### config.mk
export PLATFORM = sky130hd
export DESIGN_NAME = paddle_ctrl
export DESIGN_NICKNAME = d
export VERILOG_FILES = /design/src/rtl/paddle_ctrl.sv
export SDC_FILE = /design/constraint.sdc
export NUM_CORES = 1
export LEC_CHECK = 0
export ABC_AREA = 0
export BUFFER_PORTS_ARGS = -buffer_cell sky130_fd_sc_hd__buf_2
export CAP_MARGIN = 20
export CORE_ASPECT_RATIO = 0.7
export CORE_MARGIN = 1
export CORE_UTILIZATION = 45
export CTS_CLUSTER_DIAMETER = 60
export CTS_CLUSTER_SIZE = 12
export DETAILED_ROUTE_END_ITERATION = 6
export PLACE_DENSITY = 0.64
export REMOVE_ABC_BUFFERS = 1
export SLEW_MARGIN = 40
export SYNTH_ARGS = -nofsm -noshare
export SYNTH_HDL_FRONTEND = slang
export SYNTH_SLANG_ARGS = --single-unit
### constraint.sdc
create_clock -name clk -period 2.85 [get_ports clk]
set_input_delay 0.285 -clock clk [delete_from_list [all_inputs] [get_ports clk]]
set_output_delay 0.285 -clock clk [all_outputs]
set_load 0.02 [all_outputs]
### src/rtl/paddle_ctrl.sv
// paddle_ctrl: debounced pushbuttons to per-frame paddle positions.
// Positions step once per vsync rising edge and clamp to the field.
module paddle_ctrl #(
  parameter int SCREEN_HEIGHT = 480,
  parameter int PADDLE_HEIGHT = 50,
  parameter int PADDLE_SPEED  = 4,
  parameter int PADDLE_INIT   = 215,
  parameter int DEBOUNCE_BITS = 16
) (
  input  logic       clk,
  input  logic       rst_n,
  input  logic       vsync,
  input  logic       btn_up1,
  input  logic       btn_dn1,
  input  logic       btn_up2,
  input  logic       btn_dn2,
  output logic [9:0] paddle1_next,
  output logic [9:0] paddle2_next
);

  localparam int NB = 4;
  localparam int DB = DEBOUNCE_BITS;
  localparam logic [10:0] SPD  = 11'(PADDLE_SPEED);
  localparam logic [10:0] PMAX = 11'(SCREEN_HEIGHT - PADDLE_HEIGHT);
  localparam logic [9:0]  INIT = 10'(PADDLE_INIT);
  localparam logic [DB-1:0] ONE = {{(DB-1){1'b0}}, 1'b1};

  // bit order: 0 up1, 1 dn1, 2 up2, 3 dn2
  logic [NB-1:0] btn_raw;
  logic [NB-1:0] s1_q;
  logic [NB-1:0] s2_q;
  logic [NB-1:0] st_q;
  logic [NB-1:0][DB-1:0] cnt_q;

  logic          vsync_q;
  logic          tick;
  logic          tick_q;
  logic [NB-1:0] dir_q;
  logic [9:0]    p1_q;
  logic [9:0]    p2_q;
  logic [9:0]    p1_d;
  logic [9:0]    p2_d;

  assign btn_raw = {btn_dn2, btn_up2, btn_dn1, btn_up1};
  assign tick    = vsync & ~vsync_q;

  function automatic logic [9:0] next_pos(
    input logic [9:0] p,
    input logic       up,
    input logic       dn
  );
    logic [10:0] sum;
    logic [10:0] pw;
    pw  = {1'b0, p};
    sum = pw + SPD;
    next_pos = p;
    unique case ({up, dn})
      2'b10: begin
        if (pw < SPD) next_pos = '0;
        else          next_pos = 10'(pw - SPD);
      end
      2'b01: begin
        if (sum > PMAX) next_pos = PMAX[9:0];
        else            next_pos = sum[9:0];
      end
      default: next_pos = p;
    endcase
  endfunction

  // two-flop synchroniser for the raw async buttons
  always_ff @(posedge clk or negedge rst_n) begin
    if (!rst_n) begin
      s1_q <= '0;
      s2_q <= '0;
    end else begin
      s1_q <= btn_raw;
      s2_q <= s1_q;
    end
  end

  // per-button debounce: a new level must hold for 2^DB cycles
  always_ff @(posedge clk or negedge rst_n) begin
    if (!rst_n) begin
      st_q  <= '0;
      cnt_q <= '0;
    end else begin
      for (int i = 0; i < NB; i++) begin
        if (s2_q[i] == st_q[i]) begin
          cnt_q[i] <= '0;
        end else if (cnt_q[i] != '1) begin
          cnt_q[i] <= cnt_q[i] + ONE;
        end else begin
          st_q[i]  <= s2_q[i];
          cnt_q[i] <= '0;
        end
      end
    end
  end

  // frame tick; levels are latched with it so late changes wait a frame
  always_ff @(posedge clk or negedge rst_n) begin
    if (!rst_n) begin
      vsync_q <= 1'b1;
      tick_q  <= 1'b0;
      dir_q   <= '0;
    end else begin
      vsync_q <= vsync;
      tick_q  <= tick;
      if (tick) dir_q <= st_q;
    end
  end

  assign p1_d = tick_q ? next_pos(p1_q, dir_q[0], dir_q[1]) : p1_q;
  assign p2_d = tick_q ? next_pos(p2_q, dir_q[2], dir_q[3]) : p2_q;

  // paddle positions, updated one clk after the tick cycle
  always_ff @(posedge clk or negedge rst_n) begin
    if (!rst_n) begin
      p1_q <= INIT;
      p2_q <= INIT;
    end else begin
      p1_q <= p1_d;
      p2_q <= p2_d;
    end
  end

  assign paddle1_next = p1_q;
  assign paddle2_next = p2_q;

endmodule

# Word-level counts from Yosys, hierarchy flattened
# Index checks and enable logic that the tools add are counted.
[word_totals]
register_bits = 102
elab_cells = 71
out_inout_bits = 20
input_bits = 7
[op_classes]
bitwise = 10
reduce_logical = 8
add_sub_neg = 8
n_mux = 14
magnitude_cmp = 4
n_eq_ne = 12
[ops]
columns = ["cell", "n"]
rows = [
  ["16-bit 2-to-1 mux", 8],
  ["16-bit by 1-bit adder with 16-bit output, second input constant", 4],
  ["16-bit != test, second input constant", 4],
  ["10-bit 2-to-1 mux", 4],
  ["10-bit case mux with 2 select lines", 2],
  ["10-bit by 3-bit adder with 11-bit output, second input constant", 2],
  ["11-bit by 9-bit > comparator with 1-bit output, second input constant", 2],
  ["10-bit by 3-bit < comparator with 1-bit output, second input constant", 2],
  ["10-bit by 3-bit subtractor with 10-bit output, second input constant", 2],
  ["2-bit AND reduction", 6],
  ["1-bit inverter", 9],
  ["1-bit equality test", 4],
  ["2-bit by 1-bit equality test with 1-bit output, second input constant", 2],
  ["2-bit equality test, second input constant", 2],
  ["2-bit nonzero test", 2],
  ["1-bit bitwise AND", 1],
]

# Logic depth before layout (Yosys ltp)
# Gate-level depths: netlist of run 1.
[logic_depth]
ltp_word = 4
ltp_mapped = 10
ltp_nobuf = 8

# Worst setup path before layout of run 1
# OpenSTA, ideal clock, no wires.
[synth_timing]
path_type = "register -> register"
start = "register p2_q[3] (netlist: paddle2_next[3])"
end = "register p2_q[5] (netlist: paddle2_next[5])"
synth_period_minus_slack_ns = 2.550
setup_slack_ns = 0.300
n_path_buf = 1
arrival_ns = 2.419
required_time_ns = 2.719
setup_ns = 0.131
stages_incl_launch_ff = 10
cell_sequence = "dfrtp_1 -> clkbuf_1 -> inv_1 -> ha_1 -> or4b_4 -> or4_4 -> nor2b_4 -> a221oi_2 -> a311o_1 -> nand3_1"
[synth_via]
elab_chain_cells = 4
word_cells_on_any_way = 7
classes_between = "add/sub: 2; order compare: 2; mux: 3"
[synth_rtl]
columns = ["element", "line", "text"]
rows = [
  ["from (decl)", "40", "logic [9:0] p2_q;"],
  ["from (signal assigned)", "123", "p2_q <= p2_d;"],
  ["10-bit by 3-bit adder with 11-bit output", "55", "sum = pw + SPD;"],
  ["11-bit by 9-bit > comparator with 1-bit output", "63", "if (sum > PMAX) next_pos = PMAX[9:0];"],
  ["10-bit 2-to-1 mux", "63", ""],
  ["10-bit case mux with 2 select lines (*)", "57", "unique case ({up, dn})"],
]
# Mark *: on every way between the ends. The rest lies on a longest branch, timed or not.
# A chain may end at the register's enable or synchronous reset.

# Worst setup path after layout of run 1
[layout_timing]
start = "register p2_q[2] (netlist: paddle2_next[2])"
end = "register p2_q[0] (netlist: paddle2_next[0])"
# Same word-level chain as after synthesis.

==> results.md, run 1 <==
Power and ir drop:
- Power spread over the standard cell area amounts to 463 nW/um^2.
- Per report_power, the sequential group accounts for 54.0% of the total.
- Across the VDD grid, the largest voltage drop is 0.348 mV.
- In this run the static leakage power is 2.58 nW.
- Per report_power, the combinational group accounts for 3.1% of the total.
- Per report_power, the clock group accounts for 42.9% of the total.
- The net switching power of the design is 0.624 mW.
- In this run switching power makes up 22.7% of total power.
- Cell internal power was estimated by the tool at 2.13 mW.

Synthesis:
- The mapped netlist covers 5430 sq um.
- In this run, synthesis produced a sequential element count of 102.
- The sequential element share of the synthesized area is 47.3%.
- Yosys instantiated no cell more often than sky130_fd_sc_hd__nor2_1.
- Yosys mapped the design onto 68 distinct sky130hd cell types.
- During synthesis, Yosys emitted a total of 0 warnings.
- The synthesized design devotes to its leading area cell type 41.0% of total area.
- By area the synthesized netlist is led by sky130_fd_sc_hd__dfrtp_1, sky130_fd_sc_hd__nor2_1, sky130_fd_sc_hd__dfstp_2, sky130_fd_sc_hd__xnor2_1, sky130_fd_sc_hd__xor2_1.
- The dominant register cell in the synthesized netlist is sky130_fd_sc_hd__dfrtp_1.
- A synthesized cell averages 9.59 sq um.
- The synthesized design spends more area on one cell type than any other, namely sky130_fd_sc_hd__dfrtp_1.
- Synthesis produced 566 cells.
- The count of flip-flops with a built-in enable after synthesis is 0.
- By count the netlist is led by sky130_fd_sc_hd__nor2_1, sky130_fd_sc_hd__dfrtp_1, sky130_fd_sc_hd__nand3_1.
- The fraction of registers with async set or reset after synthesis is 100%.

Clock tree:
- The post-cts repair resize count is 0.
- TritonCTS built the clock tree.
- The clock net sink count is 102.
- The clock reaches the later pin of the worst-skew pair after 0.35 ns.
- The setup fix buffers added after clock tree synthesis is 0.
- The clock passes through at most 2 buffers.
- The number of buffers created by CTS is 9.
- The number of H-tree levels is 3.
- The root buffer selected by CTS is sky130_fd_sc_hd__clkbuf_16.
- Clock-pin slew was measured on the worst setup and hold paths at 0.07 ns.

Route:
- The routed layout has 4024 vias.
- Using the TritonRoute via totals, the vias-per-cell ratio works out to 5.44.
- The number of search-and-repair iterations in the first detailed-routing pass is 4.
- The post-detailed-route count of antenna-violating nets is 0.
- The first routing iteration left 268 violations.
- The final routed DRC violation total is 0.
- The average wire per cell in the routed design is 14.0 um.
- The total wire length is 10300 um.

STA:
- The maximum clock rate is 385 MHz.
- The max-slew headroom at the worst pin is 55.8%.
- The count of final setup violators is 0.
- After layout, the worst setup slack is 0.254 ns.
- The number of pins exceeding their max-slew limit in the final report is 0.
- The clock period could shrink to 2.60 ns.
- Setup repair after global routing left no endpoint under its margin.
- The total count of hold-check failures in the final report is 0.
- The sum of negative setup slack is 0 ns.
- The ratio of final minimum period to clock period is 91.1%.
- The setup clock skew after layout is 0.00735 ns.
- The transition time at the pin with the least slew margin is 0.663 ns.

Final layout:
- The number of diodes added for antenna fixing is 0.
- The net count of the finished layout is 597.
- The synthesis-to-finish area growth is 9.38%.
- The footprint of the multi-input gates is 2620 sq um.
- The count of filler cells inserted in the layout is 1092.
- Across the whole layout, storage elements account for 2570 sq um.
- The layout cell share with drive strength beyond 1 is 14.1%.

Critical path:
- Counting stages on the worst path, the most repeated cell is sky130_fd_sc_hd__nand3_1.
- In this run the worst path has a maximum fanout of 17.
- The library cell contributing the largest single delay on the critical path is sky130_fd_sc_hd__dfstp_2.
- The kind of launch point of the worst setup path is a register.
- Measured in cells, the most critical reg-to-reg path has a length of 7.
- At the worst endpoint, the required time is 3.13 ns.
- The minimum setup slack among reg-to-reg paths is 0.25 ns.
- For the worst setup path, the data arrival time is 2.87 ns.
- The worst register-to-register path ends at paddle2_next[0].
- The startpoint of the worst-slack reg-to-reg timing path is paddle2_next[2].
- STA classifies the critical path endpoint as a register.
- The critical path goes through ha_1 -> nand3_1 -> xnor2_1 -> a2111oi_0 -> o31ai_2 -> nand3_1 -> o211a_1.
- For this run, the slowest stage of the critical path takes 0.70 ns.
- The kind of critical path is reg2reg.

GRT:
- The overall fraction of global-route tracks in use is 17.7%.
- The via count of the first global-routing pass came to 3777.
- For this run the aggregate overflow at the end of global routing stands at 0.
- Entering global routing, the biggest net connects 64 pins.
- The met1 track demand over resource in global routing is 24.2%.
- For this run, global-route usage on met2 was measured as 27.7%.
- The busiest layer in global routing is met2.
- The first global-routing pass estimated 17700 um of wire.
- Global routing used 4.42% of the available met3 tracks.
- The initial antenna violation count came to 0.

Die:
- The area inside the core boundary is 11700 sq um.
- The initial standard-cell utilization of the core is 46.3%.
- The floorplan step defined a die boundary enclosing 12500 sq um.
- For this design the top-level I/O count stands at 27.
- After floorplanning, the core was divided into 33 placement rows.
- The overall die width is 133 um.
- The die span in y is 93.9 um.

Run:
- The number of max-cap violations is 0.

Placed design:
- The congestion estimate from routability-driven global placement came to 0.869.
- Detailed placement finished with a half-perimeter wire length of 7070 um.
- The worst-case setup slack after placement is 0.226 ns.
- The count of buffers inserted at the top-level ports is 26.

Hold path:
- The worst hold path belongs to the class in2reg.
- The path with the worst hold slack has its endpoint at s1_q[1].
- The number of cells on the worst hold path is 1.
- The worst min-delay path startpoint is btn_dn1.

Outcome:
- The run finished with clean final reports.
-- sequential cells by signal, indices dropped and copies added (netlist names) --
name          count
dir_q             4
vsync_q           1
cnt_q            64
tick_q            1
paddle2_next     10
s2_q              4
s1_q              4
st_q              4
paddle1_next     10
-- routing by layer --
layer	up-vias	share of wire, %
met4	0	1.0
met3	10	4.3
met5	-	0
met1	1959	50
li1	1978	-
met2	77	45
-- kinds of logic after synthesis --
family | after synthesis | share of synthesized area (%)
AND/OR/NAND/NOR | 246 | 22.4
flip-flops | 102 | 47.3
AO/OA/AOI/OAI | 82 | 10.6
XOR/XNOR | 65 | 10.5
buffers and inverters | 49 | 4.42
adder cells (fa/ha/maj) | 12 | 2.77
multiplexers | 10 | 2.05
-- critical path, delay by kind of cell (launching register included) --
family / cells / cell delay (ns)
flops: 1 / 0.70
compound gates: 3 / 0.75
xor+xnor: 1 / 0.30
fa+ha+maj: 1 / 0.35
simple gates: 2 / 0.42
-- through the flow --
stage	power (mW)	hold WS, ns	cell area [sq um]	util, %	instances
after floorplan	1.55	-0.0106	5260	-	536
after detailed placement	1.60	0.335	5630	48.0	723
after global routing	2.86	0.0226	5940	50.6	740
after CTS	2.79	0.0231	5920	50.5	739
after global placement	1.60	0.337	5630	48.0	723
final	2.75	0.0413	5940	50.6	740
-- final cells by class --
| cell class | count | share of cell area, % |
|---|---|---|
| sequential | 102 | 43.3 |
| tap | 157 | 3.31 |
| multi-input combinational | 415 | 44.1 |
| inverter | 19 | 1.20 |
| timing repair buffer | 31 | 3.18 |
| clock inverter | 6 | 0.906 |
| clock buffer | 10 | 4.02 |
-- power by group through the flow --
stage | logic [mW] | registers (mW) | clock network (mW)
floorplan | 0.0400 | 1.51 | 0
global placement | 0.0850 | 1.51 | 0
detailed placement | 0.0869 | 1.51 | 0
CTS | 0.0871 | 1.48 | 1.22
global route | 0.101 | 1.49 | 1.27
finish | 0.0852 | 1.49 | 1.18
-- what timing repair did --
item	CTS	global route
setup endpoints to repair	0	1
endpoints found under the hold margin	0	55
hold buffers	0	1
-- how the worst max path moves through the flow --
stage / from / to / cells past startpoint
after global placement: paddle2_next[2] / paddle2_next[3] / 7
final: paddle2_next[2] / paddle2_next[0] / 7
after detailed placement: paddle2_next[2] / paddle2_next[0] / 7
after CTS: paddle2_next[2] / paddle2_next[0] / 7
after global routing: paddle2_next[2] / paddle2_next[0] / 7
after floorplan: paddle2_next[3] / paddle2_next[5] / 8
-- cells in the final DEF, fill, tap and decap left out, types with 10 or more instances in the layout --
cell type                 count
sky130_fd_sc_hd__nand3_1     36
sky130_fd_sc_hd__nor3_1      10
sky130_fd_sc_hd__xor2_1      32
sky130_fd_sc_hd__xnor2_1     33
sky130_fd_sc_hd__dfstp_2     13
sky130_fd_sc_hd__inv_1       19
sky130_fd_sc_hd__ha_1        12
sky130_fd_sc_hd__nand2_1     35
sky130_fd_sc_hd__and3_1      13
sky130_fd_sc_hd__dfrtp_1     89
sky130_fd_sc_hd__o21ai_0     23
sky130_fd_sc_hd__nor2_1      96
sky130_fd_sc_hd__buf_2       25
sky130_fd_sc_hd__nand4_1     14
Note: power is estimated with default switching activity, not from simulation.
==> inputs of run 2 (changes only) <==
CORE_UTILIZATION = 35   (was 45)
PLACE_DENSITY = 0.52   (was 0.64)
RECOVER_POWER = 25   (was default)
==> results.md, run 2 (synthesized netlist as in run 1, its figures left out) <==
Hold path:
- The number of cells on the worst hold path is 1 (unchanged).
- The worst hold path belongs to the class in2reg.

Critical path:
- The buffering stage count on the worst path with inverters included came to 0 (unchanged).
- The data required time at the worst endpoint came to 3.12 ns (about the same).
- By instance count, the cell type seen most on the critical path is sky130_fd_sc_hd__nand3_1.
- The longest individual stage delay on the worst path is 0.70 ns (about the same).
- The worst path arrival time is 2.93 ns (+0.06 ns).
- The most critical setup path has its startpoint at paddle2_next[2].
- The number of logic stages on the critical path including buffering is 7 (unchanged).
- The largest fanout on the critical path came to 17 (unchanged).
- The kind of launch point of the worst setup path is a register.
- The cell family with the largest share of critical-path delay is compound AO/OA/AOI/OAI gates.
- The minimum setup slack among reg-to-reg paths is 0.19 ns (-0.06 ns).
- The endpoint of the worst register-to-register path is paddle2_next[0].
- The number of cell instances on the worst register-to-register path is 7 (unchanged).
- By startpoint and endpoint, the worst setup path is classified as reg2reg.
- The worst register-to-register path begins at paddle2_next[2].
- In this run the worst setup path terminates at paddle2_next[0].
- Traced cell by cell, the critical path runs through ha_1 -> nand3_1 -> xnor2_1 -> a2111oi_0 -> o31ai_2 -> nand3_1 -> o211a_1.
- The worst setup path is captured at a register.
- The library cell contributing the largest single delay on the critical path is sky130_fd_sc_hd__dfstp_2.

Route:
- The final routed DRC violation total is 0 (unchanged).
- The number of search-and-repair iterations in the first detailed-routing pass is 5 (+1).
- The DRC marker count from the first detailed-route iteration came to 159 (-41%).
- The number of vias per cell is 5.13 (-5.7%).
- The total number of vias is 3990 (-0.84%).
- The average wire per cell in the routed design is 13.3 um (-4.6%).
- The total wire length came to 10400 um (+0.26%).
- The post-detailed-route count of antenna-violating nets is 0 (unchanged).

Power and ir drop:
- The relative contribution of combinational cells to total power is 2.9% (-0.2 points).
- The maximum VDD drop is 0.293 mV (-16%).
- The switching share of total power is 21.0% (-1.7 points).
- The internal power summed over all cells was 2.27 mW (+6.8%).
- The fraction of power consumed by the clock network came to 45.4% (+2.5 points).
- The overall power is 2.87 mW (+4.5%).
- The cell area power density is 479 nW/um^2 (+3.4%).
- The standby leakage power was 2.59 nW (+0.21%).
- The net switching power of the design was 0.604 mW (-3.2%).
- The portion of total power attributed to sequential cells is 51.7% (-2.3 points).

Placed design:
- The detailed placement HPWL is 7110 um (+0.53%).
- The post-placement cell count is 761 (+5.3%).
- The routability congestion estimate from global placement is 0.873 (+0.53%).
- The count of buffers inserted at the top-level ports was 26 (unchanged).
- The total cell area at the placement stage was 5680 sq um (+0.84%).

Clock tree:
- The setup fix buffers added after clock tree synthesis is 0 (unchanged).
- The hold buffer count at CTS is 1 (+1).
- The maximum count of clock buffers along a single path is 2 (unchanged).
- TritonCTS built the clock tree.
- Clock tree synthesis selected as its root buffer the cell sky130_fd_sc_hd__clkbuf_16.
- The number of H-tree levels came to 3 (unchanged).
- The post-cts repair resize count is 0 (unchanged).
- The clock net sink count is 102 (unchanged).
- The clock latency of the later-clocked register in the worst-skew pair is 0.34 ns (about the same).
- The number of buffers created by CTS was 9 (unchanged).
- The clock slew at the register clock pins of the worst setup and hold paths is 0.07 ns (about the same).

GRT:
- The initial antenna violation count was 0 (unchanged).
- The first-pass GRT wire length is 18200 um (+2.7%).
- The maximum number of pins on one net before global-route repair was 55 (-14%).
- The via count of the first global-routing pass came to 3756 (-0.56%).
- The overall overflow remaining after global route was 0 (unchanged).
- The overall fraction of global-route tracks in use is 14.2% (-3.5 points).

Final layout:
- The number of diodes added for antenna fixing is 0 (unchanged).
- The count of filler cells inserted in the layout is 1490 (+36%).
- The post-layout instance area is 6000 sq um (+1.0%).
- The layout cell share with drive strength beyond 1 came to 13.4% (-0.69 points).
- Leaving out fill and tap cells, the most frequent cells in the layout are sky130_fd_sc_hd__nor2_1, sky130_fd_sc_hd__dfrtp_1, sky130_fd_sc_hd__nand3_1.
- The flip-flop count of the largest register after layout came to 64 (unchanged).
- The most frequent standard cell in the layout excluding fill and tap cells is sky130_fd_sc_hd__nor2_1.
- Ranked by flip-flop count, first place goes to cnt_q.
- The area growth from synthesis to layout is 10.5%.
- The net count of the finished layout is 597 (unchanged).
- The final cell count without fillers is 778 (+5.1%).

STA:
- The total count of hold-check failures in the final report is 0 (unchanged).
- The sum of negative setup slack came to 0 ns (unchanged).
- The ratio of final minimum period to clock period came to 93.2% (+2.1 points).
- Setup repair after global routing left no endpoint under its margin.
- The number of pins exceeding their max-slew limit in the final report is 0 (unchanged).
- The count of final setup violators is 0 (unchanged).
- The maximum clock rate is 376 MHz (-2.3%).
- The transition time at the pin with the least slew margin was 1.23 ns (+0.564 ns).
- The max-slew headroom at the worst pin was 18.2% (-38 points).
- The setup clock skew after layout is 0.00712 ns (-0.000237 ns).
- The final period demand of the worst path was 2.66 ns (+0.0604 ns).

Die:
- The full die area is 16000 sq um (+28%).
- The initial standard-cell utilization of the core is 36.4% (-9.9 points).
- The number of placed I/O pins is 27 (unchanged).
- The die span in y came to 106 um (+13%).
- The area inside the core boundary is 14900 sq um (+27%).
- The overall die width was 151 um (+13%).
- The number of placement rows is 37 (+12%).

Outcome:
- The run finished with clean final reports.

Run:
- The number of max-cap violations came to 0 (unchanged).
## run 2: final cells by class
class	instances	area (sq um)	area share, %
inverters	19	71.3	1.19
well taps	195	244	4.07
flip-flops and latches	102	2570	42.8
repair buffers	31	180	3.00
clock inverters	5	82.6	1.38
clock buffers	11	233	3.88
multi-input cells	415	2620	43.7
## run 2: how the worst min path moves through the flow
stage | startpoint | to | slack, ns
after floorplan | rst_n | cnt_q[0] | -0.01
after global placement | s1_q[2] | s2_q[2] | 0.34
after detailed placement | s1_q[3] | s2_q[3] | 0.34
after CTS | btn_up1 | s1_q[0] | 0.03
final | btn_up1 | s1_q[0] | 0.05
after global routing | btn_up1 | s1_q[0] | 0.03
## run 2: power groups by stage
stage / Combinational [mW] / Sequential, mW / Clock, mW
2_1_floorplan: 0.0400 / 1.51 / 0
3_3_place_gp: 0.0872 / 1.51 / 0
3_5_place_dp: 0.0887 / 1.51 / 0
4_1_cts: 0.0901 / 1.48 / 1.35
5_1_grt: 0.102 / 1.49 / 1.40
6_report: 0.0846 / 1.49 / 1.30
## run 2: stage by stage
stage	hold WS (ns)	worst slack, ns	utilization (%)
6_report	0.0483	0.194	40.2
5_1_grt	0.0337	0.0162	40.2
2_1_floorplan	-0.0106	0.379	-
3_3_place_gp	0.336	0.369	38.1
4_1_cts	0.0322	0.213	40.3
3_5_place_dp	0.337	0.223	38.1
## run 2: layer usage
layer / GRT usage, % / vias up / part of all wire (%) / wire length [um]
met5: 0 / - / 0 / 0
met4: 4.43 / 0 / 1.4 / 143
met3: 3.22 / 11 / 3.4 / 348
met2: 20.5 / 63 / 43 / 4450
met1: 20.8 / 1939 / 52 / 5410
li1: - / 1977 / - / -
